<file path="config.mk">
export PLATFORM = sky130hd
export DESIGN_NAME = hamming_link_bist
export DESIGN_NICKNAME = d
export VERILOG_FILES = /design/src/rtl/hamming_link_bist.sv
export SDC_FILE = /design/constraint.sdc
export NUM_CORES = 1
export LEC_CHECK = 0
export CAP_MARGIN = 20
export CORE_MARGIN = 2
export CORE_UTILIZATION = 55
export CTS_BUF_LIST = sky130_fd_sc_hd__clkbuf_4
export DETAILED_ROUTE_END_ITERATION = 10
export DONT_BUFFER_PORTS = 1
export PLACE_DENSITY = 0.75
export SETUP_SLACK_MARGIN = 0.4
export SYNTH_ARGS = -nofsm -noshare
export SYNTH_HDL_FRONTEND = slang
export SYNTH_SLANG_ARGS = --single-unit
</file>
<file path="constraint.sdc">
create_clock -name clk -period 10.09 [get_ports clk]
set_input_delay 2.018 -clock clk [delete_from_list [all_inputs] [get_ports clk]]
set_output_delay 2.018 -clock clk [all_outputs]
set_load 0.005 [all_outputs]
</file>
<file path="src/rtl/hamming_link_bist.sv">
// Hamming link self-test: LFSR generator -> encoder -> error injector/decoder -> checker.
// Define HAMMING_SECDED_EN for SECDED (overall parity at position 0); default build is SEC only.
module hamming_link_bist #(
    parameter int unsigned       DATA_W = 16,
    parameter int unsigned       P_W    = 5,
    parameter int unsigned       CNT_W  = 16,
    parameter logic [DATA_W-1:0] SEED   = 16'hACE1,
    parameter logic [DATA_W-1:0] TAPS   = 16'hB400
) (
    input  logic              clk,
    input  logic              rst,
    input  logic              start,
    input  logic [CNT_W-1:0]  num_words,
    input  logic [1:0]        inj_mode,
    input  logic [7:0]        inj_pos,
    input  logic [7:0]        inj_pos2,
    output logic              busy,
    output logic              done,
    output logic [DATA_W-1:0] data_out_all,
    output logic [CNT_W-1:0]  err_corr_cnt,
    output logic [CNT_W-1:0]  err_uncorr_cnt,
    output logic [CNT_W-1:0]  mismatch_cnt,
    output logic [CNT_W-1:0]  words_cnt
);

    localparam int unsigned N = DATA_W + P_W;

    typedef enum logic [1:0] {
        ST_IDLE,
        ST_RUN,
        ST_DRAIN,
        ST_DONE
    } state_t;

    // Codeword position of data bit idx: non-power-of-two positions, ascending.
    function automatic int unsigned data_pos(input int unsigned idx);
        int unsigned k;
        int unsigned p;
        k = 0;
        p = 0;
        for (int unsigned pos = 1; pos <= N; pos++) begin
            if ((pos & (pos - 1)) != 0) begin
                if (k == idx) p = pos;
                k++;
            end
        end
        return p;
    endfunction

    function automatic logic [N:0] encode(input logic [DATA_W-1:0] d);
        logic [N:0] cw;
        logic       par;
        cw = '0;
        for (int unsigned j = 0; j < DATA_W; j++) cw[data_pos(j)] = d[j];
        for (int unsigned i = 0; i < P_W; i++) begin
            par = 1'b0;
            for (int unsigned pos = 1; pos <= N; pos++) begin
                if (((pos >> i) & 1) != 0) par = par ^ cw[pos];
            end
            if ((1 << i) <= N) cw[1 << i] = par;
        end
`ifdef HAMMING_SECDED_EN
        cw[0] = ^cw[N:1];
`endif
        return cw;
    endfunction

    function automatic logic [P_W-1:0] syndrome(input logic [N:0] cw);
        logic [P_W-1:0] s;
        s = '0;
        for (int unsigned pos = 1; pos <= N; pos++) begin
            if (cw[pos]) s = s ^ P_W'(pos);
        end
        return s;
    endfunction

    function automatic logic [DATA_W-1:0] extract(input logic [N:0] cw);
        logic [DATA_W-1:0] d;
        d = '0;
        for (int unsigned j = 0; j < DATA_W; j++) d[j] = cw[data_pos(j)];
        return d;
    endfunction

    function automatic logic pos_ok(input logic [7:0] p);
`ifdef HAMMING_SECDED_EN
        return 32'(p) <= N;
`else
        return (p != 8'd0) && (32'(p) <= N);
`endif
    endfunction

    function automatic logic [CNT_W-1:0] sat_inc(input logic [CNT_W-1:0] v, input logic en);
        return (en && (v != '1)) ? v + 1'b1 : v;
    endfunction

    state_t             state_q, state_d;
    logic [CNT_W-1:0]   num_q, num_d;
    logic [1:0]         mode_q, mode_d;
    logic [7:0]         pos1_q, pos1_d, pos2_q, pos2_d;
    logic [DATA_W-1:0]  lfsr_q, lfsr_d;
    logic [CNT_W-1:0]   issue_cnt_q, issue_cnt_d;
    logic [1:0]         drain_cnt_q, drain_cnt_d;
    logic               busy_q, busy_d, done_q, done_d;

    logic               s1_valid_q, s1_valid_d;
    logic [N:0]         s1_cw_q, s1_cw_d;
    logic [DATA_W-1:0]  s1_ref_q, s1_ref_d;
    logic               s2_valid_q, s2_valid_d;
    logic [DATA_W-1:0]  s2_data_q, s2_data_d, s2_ref_q, s2_ref_d;
    logic               s2_corr_q, s2_corr_d, s2_uncorr_q, s2_uncorr_d;

    logic [DATA_W-1:0]  data_out_q, data_out_d;
    logic [CNT_W-1:0]   words_q, words_d, corr_q, corr_d, uncorr_q, uncorr_d, mism_q, mism_d;

    logic               start_acc, issue;
    logic               flip1_en, flip2_en;
    logic [N:0]         inj_cw, dec_cw;
    logic [P_W-1:0]     syn;

    // Control FSM
    always_comb begin
        state_d     = state_q;
        start_acc   = 1'b0;
        issue       = 1'b0;
        num_d       = num_q;
        mode_d      = mode_q;
        pos1_d      = pos1_q;
        pos2_d      = pos2_q;
        issue_cnt_d = issue_cnt_q;
        drain_cnt_d = '0;
        case (state_q)
            ST_IDLE: begin
                if (start) begin
                    start_acc   = 1'b1;
                    num_d       = num_words;
                    mode_d      = inj_mode;
                    pos1_d      = inj_pos;
                    pos2_d      = inj_pos2;
                    issue_cnt_d = '0;
                    state_d     = (num_words == '0) ? ST_DONE : ST_RUN;
                end
            end
            ST_RUN: begin
                issue       = 1'b1;
                issue_cnt_d = issue_cnt_q + 1'b1;
                if (issue_cnt_q == num_q - 1'b1) state_d = ST_DRAIN;
            end
            ST_DRAIN: begin
                drain_cnt_d = drain_cnt_q + 1'b1;
                if (drain_cnt_q == 2'd2) state_d = ST_DONE;
            end
            ST_DONE: state_d = ST_IDLE;
            default: state_d = ST_IDLE;
        endcase
        // done is registered off the DONE state, so busy drops on the same edge.
        busy_d = (state_d != ST_IDLE);
        done_d = (state_q == ST_DONE);

        lfsr_d = lfsr_q;
        if (start_acc) begin
            lfsr_d = SEED;
        end else if (issue) begin
            lfsr_d = (lfsr_q >> 1) ^ (lfsr_q[0] ? TAPS : '0);
        end
    end

    // Datapath: encode (S1), inject + decode (S2), compare + count (S3)
    always_comb begin
        s1_valid_d = issue;
        s1_cw_d    = encode(lfsr_q);
        s1_ref_d   = lfsr_q;

        flip1_en = ((mode_q == 2'b01) || (mode_q == 2'b10)) && pos_ok(pos1_q);
        flip2_en = (mode_q == 2'b10) && pos_ok(pos2_q);
        inj_cw   = s1_cw_q;
        for (int unsigned pos = 0; pos <= N; pos++) begin
            if (flip1_en && (pos == 32'(pos1_q))) inj_cw[pos] = ~inj_cw[pos];
            if (flip2_en && (pos == 32'(pos2_q))) inj_cw[pos] = ~inj_cw[pos];
        end

        syn         = syndrome(inj_cw);
        dec_cw      = inj_cw;
        s2_corr_d   = 1'b0;
        s2_uncorr_d = 1'b0;
`ifdef HAMMING_SECDED_EN
        if (^inj_cw) begin
            if (syn == '0) begin
                s2_corr_d = 1'b1;
            end else if (32'(syn) <= N) begin
                dec_cw[syn] = ~dec_cw[syn];
                s2_corr_d   = 1'b1;
            end else begin
                s2_uncorr_d = 1'b1;
            end
        end else if (syn != '0) begin
            s2_uncorr_d = 1'b1;
        end
`else
        if (syn != '0) begin
            if (32'(syn) <= N) begin
                dec_cw[syn] = ~dec_cw[syn];
                s2_corr_d   = 1'b1;
            end else begin
                s2_uncorr_d = 1'b1;
            end
        end
`endif
        s2_valid_d = s1_valid_q;
        s2_data_d  = extract(dec_cw);
        s2_ref_d   = s1_ref_q;

        data_out_d = data_out_q;
        words_d    = words_q;
        corr_d     = corr_q;
        uncorr_d   = uncorr_q;
        mism_d     = mism_q;
        if (start_acc) begin
            words_d  = '0;
            corr_d   = '0;
            uncorr_d = '0;
            mism_d   = '0;
        end else if (s2_valid_q) begin
            data_out_d = s2_data_q;
            words_d    = sat_inc(words_q, 1'b1);
            corr_d     = sat_inc(corr_q, s2_corr_q);
            uncorr_d   = sat_inc(uncorr_q, s2_uncorr_q);
            mism_d     = sat_inc(mism_q, s2_data_q != s2_ref_q);
        end
    end

    always_ff @(posedge clk) begin
        if (rst) begin
            state_q     <= ST_IDLE;
            num_q       <= '0;
            mode_q      <= '0;
            pos1_q      <= '0;
            pos2_q      <= '0;
            lfsr_q      <= SEED;
            issue_cnt_q <= '0;
            drain_cnt_q <= '0;
            busy_q      <= 1'b0;
            done_q      <= 1'b0;
            s1_valid_q  <= 1'b0;
            s1_cw_q     <= '0;
            s1_ref_q    <= '0;
            s2_valid_q  <= 1'b0;
            s2_data_q   <= '0;
            s2_ref_q    <= '0;
            s2_corr_q   <= 1'b0;
            s2_uncorr_q <= 1'b0;
            data_out_q  <= '0;
            words_q     <= '0;
            corr_q      <= '0;
            uncorr_q    <= '0;
            mism_q      <= '0;
        end else begin
            state_q     <= state_d;
            num_q       <= num_d;
            mode_q      <= mode_d;
            pos1_q      <= pos1_d;
            pos2_q      <= pos2_d;
            lfsr_q      <= lfsr_d;
            issue_cnt_q <= issue_cnt_d;
            drain_cnt_q <= drain_cnt_d;
            busy_q      <= busy_d;
            done_q      <= done_d;
            s1_valid_q  <= s1_valid_d;
            s1_cw_q     <= s1_cw_d;
            s1_ref_q    <= s1_ref_d;
            s2_valid_q  <= s2_valid_d;
            s2_data_q   <= s2_data_d;
            s2_ref_q    <= s2_ref_d;
            s2_corr_q   <= s2_corr_d;
            s2_uncorr_q <= s2_uncorr_d;
            data_out_q  <= data_out_d;
            words_q     <= words_d;
            corr_q      <= corr_d;
            uncorr_q    <= uncorr_d;
            mism_q      <= mism_d;
        end
    end

    assign busy           = busy_q;
    assign done           = done_q;
    assign data_out_all   = data_out_q;
    assign err_corr_cnt   = corr_q;
    assign err_uncorr_cnt = uncorr_q;
    assign mismatch_cnt   = mism_q;
    assign words_cnt      = words_q;

endmodule
</file>
==> results by stage <==
Global route:
- Global routing finished with a remaining overflow of 0.
- The number of global-route vias before repair is 8,069.
- Entering global routing, the biggest net connects 132 pins.
- The all-layer global routing usage is between 20 and 25%.
- The wire length of the first global-routing pass is 38,300 µm.
- The initial antenna violation count is 1.

Routing:
- The via density per instance is around 5.6.
- Across all layers, the routed design uses approximately 8,300 vias.
- The wire length after detailed routing is 23,200 µm.
- After detailed routing, the number of remaining DRC violations is 0.
- After detailed routing, the average wire length per cell comes to approximately 15 µm.
- The first routing iteration left 528 violations.
- Before antenna repair, the detailed router went through 5 iterations.
- The antenna violation net count after detailed routing is 0.

Finish:
- The number of inserted filler cells in the final layout is about 1,700.
- The post-route netlist has slightly below 9% of its cells at a drive strength greater than 1.
- The count of placed standard cells in the final layout, fillers left out is 1,498.
- For this run, the post-layout net count is 1,278.
- The area growth from synthesis to layout is 7.40%.
- The finished layout cell area is 11,100 µm².

Critical path:
- The type of element launching the critical path is a register.
- The number of cells on the worst reg-to-reg path is 13.
- The critical path in this run is classified as register to register.
- Data on the critical path is required at its endpoint by roughly 11,000 ps.
- The worst reg2reg path startpoint is mode_q[0].
- Data on the critical path arrives at its endpoint at 5280 ps.
- The worst reg2reg path endpoint is s2_data_q[2].
- The capturing element type of the critical path is a register.
- In this run the register-to-register setup slack is 5330 ps.
- The largest fanout of any net on the critical path is 18.

Placed design:
- Summing all placed instances gives a cell area of about 10,000 µm².
- The post-placement cell count is 1,410.
- The placed wire-length estimate after detailed placement is roughly 16,000 µm.
- Routability-driven placement finished with a final weighted congestion of approximately 0.88.
- The total of buffers placed on input and output ports is 0.

STA:
- The number of endpoints with negative hold slack in the final report came to 0.
- The ratio of final minimum period to clock period is 47.2%.
- The total setup violations reported at the end of the flow is 0.
- At the pin with the least slew margin, the transition time is approximately 930 ps.
- Timing would allow up to 0.210 GHz.
- In the final timing run, aggregate negative setup slack is 0 ps.
- Setup repair after global routing left no endpoint under its margin.
- The routed design could run at a clock period as short as 4760 ps.
- The number of max-slew violations in the final report is 0.
- Headroom to the max-slew limit came out at 36.1%.
- The worst clock skew on the final layout is 43.8 ps.

CTS:
- The root buffer selected by CTS is sky130_fd_sc_hd__clkbuf_4.
- The latest clock arrival within the worst-skew pair is roughly 680 ps.
- Once the clock tree was built, the setup fixing pass inserted 0 buffers.
- The number of levels in the clock H-tree is 2.
- The clock tree buffer depth is 3.
- The number of buffers inserted by hold repair at cts is 0.
- TritonCTS built the clock tree.
- The post-CTS resize count is 0.
- The number of clock sinks is 209.
- The number of buffers created by CTS is 54.
- After clock tree synthesis, the clock-pin slew on the worst setup and hold paths is roughly 60 ps.

Worst hold path:
- The worst hold path depth is 1.
- The worst hold path terminates at drain_cnt_q[0].
- The launch instance of the worst min-delay path is drain_cnt_q[0].
- The worst min-delay path class is register to register.

Synth:
- The cell count after synthesis is 1,231.
- Summed over all instances, the cell type with the most area after synthesis is sky130_fd_sc_hd__dfxtp_1.
- The number of nets handed over by synthesis was 1,276.
- The fraction of synthesis flops using an asynchronous set or reset pin is 0%.
- By count the netlist is led by 209 x sky130_fd_sc_hd__dfxtp_1, 199 x sky130_fd_sc_hd__nand2_1, 131 x sky130_fd_sc_hd__nor2_1.
- The post-synthesis register bit count is about 210.
- The share of the Yosys chip area taken by registers is between 40% and 50%.
- The synthesized netlist contains 61 unique library cells.
- In this run, synthesis inferred 0 flip-flops with an integrated enable.
- Among all cell types in the netlist, the one instantiated most often is sky130_fd_sc_hd__dfxtp_1.
- The fraction of post-synthesis cell area in the top cell type by area is approximately two fifths.
- The synthesized netlist occupies a cell area of 10,300 µm².
- The leading register cell type out of synthesis is sky130_fd_sc_hd__dfxtp_1.
- By area the synthesized netlist is led by sky130_fd_sc_hd__dfxtp_1 40%, sky130_fd_sc_hd__xnor2_1 7.9%, sky130_fd_sc_hd__xor2_1 7.9%.
- The post-synthesis area per instance is 8.40 µm².
- During synthesis, Yosys emitted a total of 0 warnings.

Die:
- The total core area is roughly 19,000 µm².
- In this run the count of I/O pins placed on the die edge is 119.
- The die is about 140 µm wide.
- In this run the core area contains 50 standard-cell rows.
- The die covers between 15,000 and 20,000 µm².
- The die outline height is 141 µm.
- For this configuration, the core starts out at a cell density of 55.7%.

Pwr:
- The design draws between 2 and 2.5 mW.
- The power density normalized to cell area is 184 nW/µm².
- IR analysis of the VDD net gives a maximum drop of between 100 and 150 µV.
- Summed over all cells, the static leakage comes to between 4 and 5 nW.

Run status:
- The run finished with clean final reports.

Flow run:
- The tool flagged a number of max-cap violations equal to 0.
critical path, stage by stage, from the launching register on:
cell and delay [ps]:
sky130_fd_sc_hd__dfxtp_1 340, sky130_fd_sc_hd__inv_1 50, sky130_fd_sc_hd__ha_1 300, sky130_fd_sc_hd__or4_1 650, sky130_fd_sc_hd__nor3_1 310, sky130_fd_sc_hd__xnor2_1 140
sky130_fd_sc_hd__xnor2_2 360, sky130_fd_sc_hd__xnor2_1 180, sky130_fd_sc_hd__xnor3_1 920, sky130_fd_sc_hd__mux2i_1 270, sky130_fd_sc_hd__mux2i_1 100, sky130_fd_sc_hd__o221a_2 290
sky130_fd_sc_hd__a211oi_2 510, sky130_fd_sc_hd__a311oi_1 200
worst max-delay path by stage:
stage	from	endpoint
6_report	mode_q[0]	s2_data_q[2]
5_1_grt	mode_q[0]	s2_data_q[2]
4_1_cts	mode_q[0]	s2_data_q[2]
3_5_place_dp	mode_q[0]	s2_data_q[2]
3_3_place_gp	mode_q[0]	s2_data_q[1]
2_1_floorplan	mode_q[0]	s2_data_q[1]
cell type report:
| cell class | instances | area, µm² | area share [%] |
|---|---|---|---|
| well taps | 234 | 293 | 2.64 |
| flip-flops and latches | 209 | 4180 | 37.7 |
| multi-input cells | 951 | 5900 | 53.1 |
| clock buffers | 78 | 586 | 5.27 |
| diodes | 1 | 2.50 | 0.0225 |
| inverters | 12 | 45.0 | 0.405 |
| repair buffers | 5 | 41.3 | 0.372 |
| clock inverters | 8 | 63.8 | 0.574 |
where the power goes:
part	internal [mW]	switching [mW]	leakage, nW
sequential	0.862	0.0402	1.70
clock	0.375	0.334	0.394
combinational	0.176	0.254	1.99
cell families after synthesis:
logic type / synth area share (%)
compound gates: 8.53
fa+ha+maj: 1.06
xor+xnor: 18.7
simple gates: 26.0
buf+inv: 2.61
mux: 2.62
flops: 40.4
metal layers:
layer / track usage, % / part of all wire [%]
met1: 28.7 / 44
met2: 39.5 / 48
met3: 5.47 / 5.2
met4: 8.42 / 2.6
met5: 0 / 0
layout by cell type (no fill, tap or decap), types with 26 or more instances in the layout:
master / netlist / routed
sky130_fd_sc_hd__dfxtp_1: 209 / 209
sky130_fd_sc_hd__nand4_1: 26 / 26
sky130_fd_sc_hd__xnor2_1: 93 / 93
sky130_fd_sc_hd__nor2b_1: 46 / 46
sky130_fd_sc_hd__nor2_1: 131 / 130
sky130_fd_sc_hd__a21oi_1: 80 / 80
sky130_fd_sc_hd__nand2_1: 199 / 199
sky130_fd_sc_hd__nor3_1: 33 / 33
sky130_fd_sc_hd__clkbuf_4: 0 / 78
sky130_fd_sc_hd__nand3_1: 46 / 46
sky130_fd_sc_hd__xor2_1: 93 / 93
metrics by stage:
| stage | utilization, % | worst slack, ps | hold slack, ps |
|---|---|---|---|
| floorplan | - | 6220 | 401 |
| global placement | 56.2 | 5460 | 407 |
| detailed placement | 56.2 | 5330 | 413 |
| CTS | 59.7 | 5350 | 421 |
| global route | 59.8 | 5010 | 437 |
| finish | 59.8 | 5330 | 421 |
(Power assumes the default switching activity.)
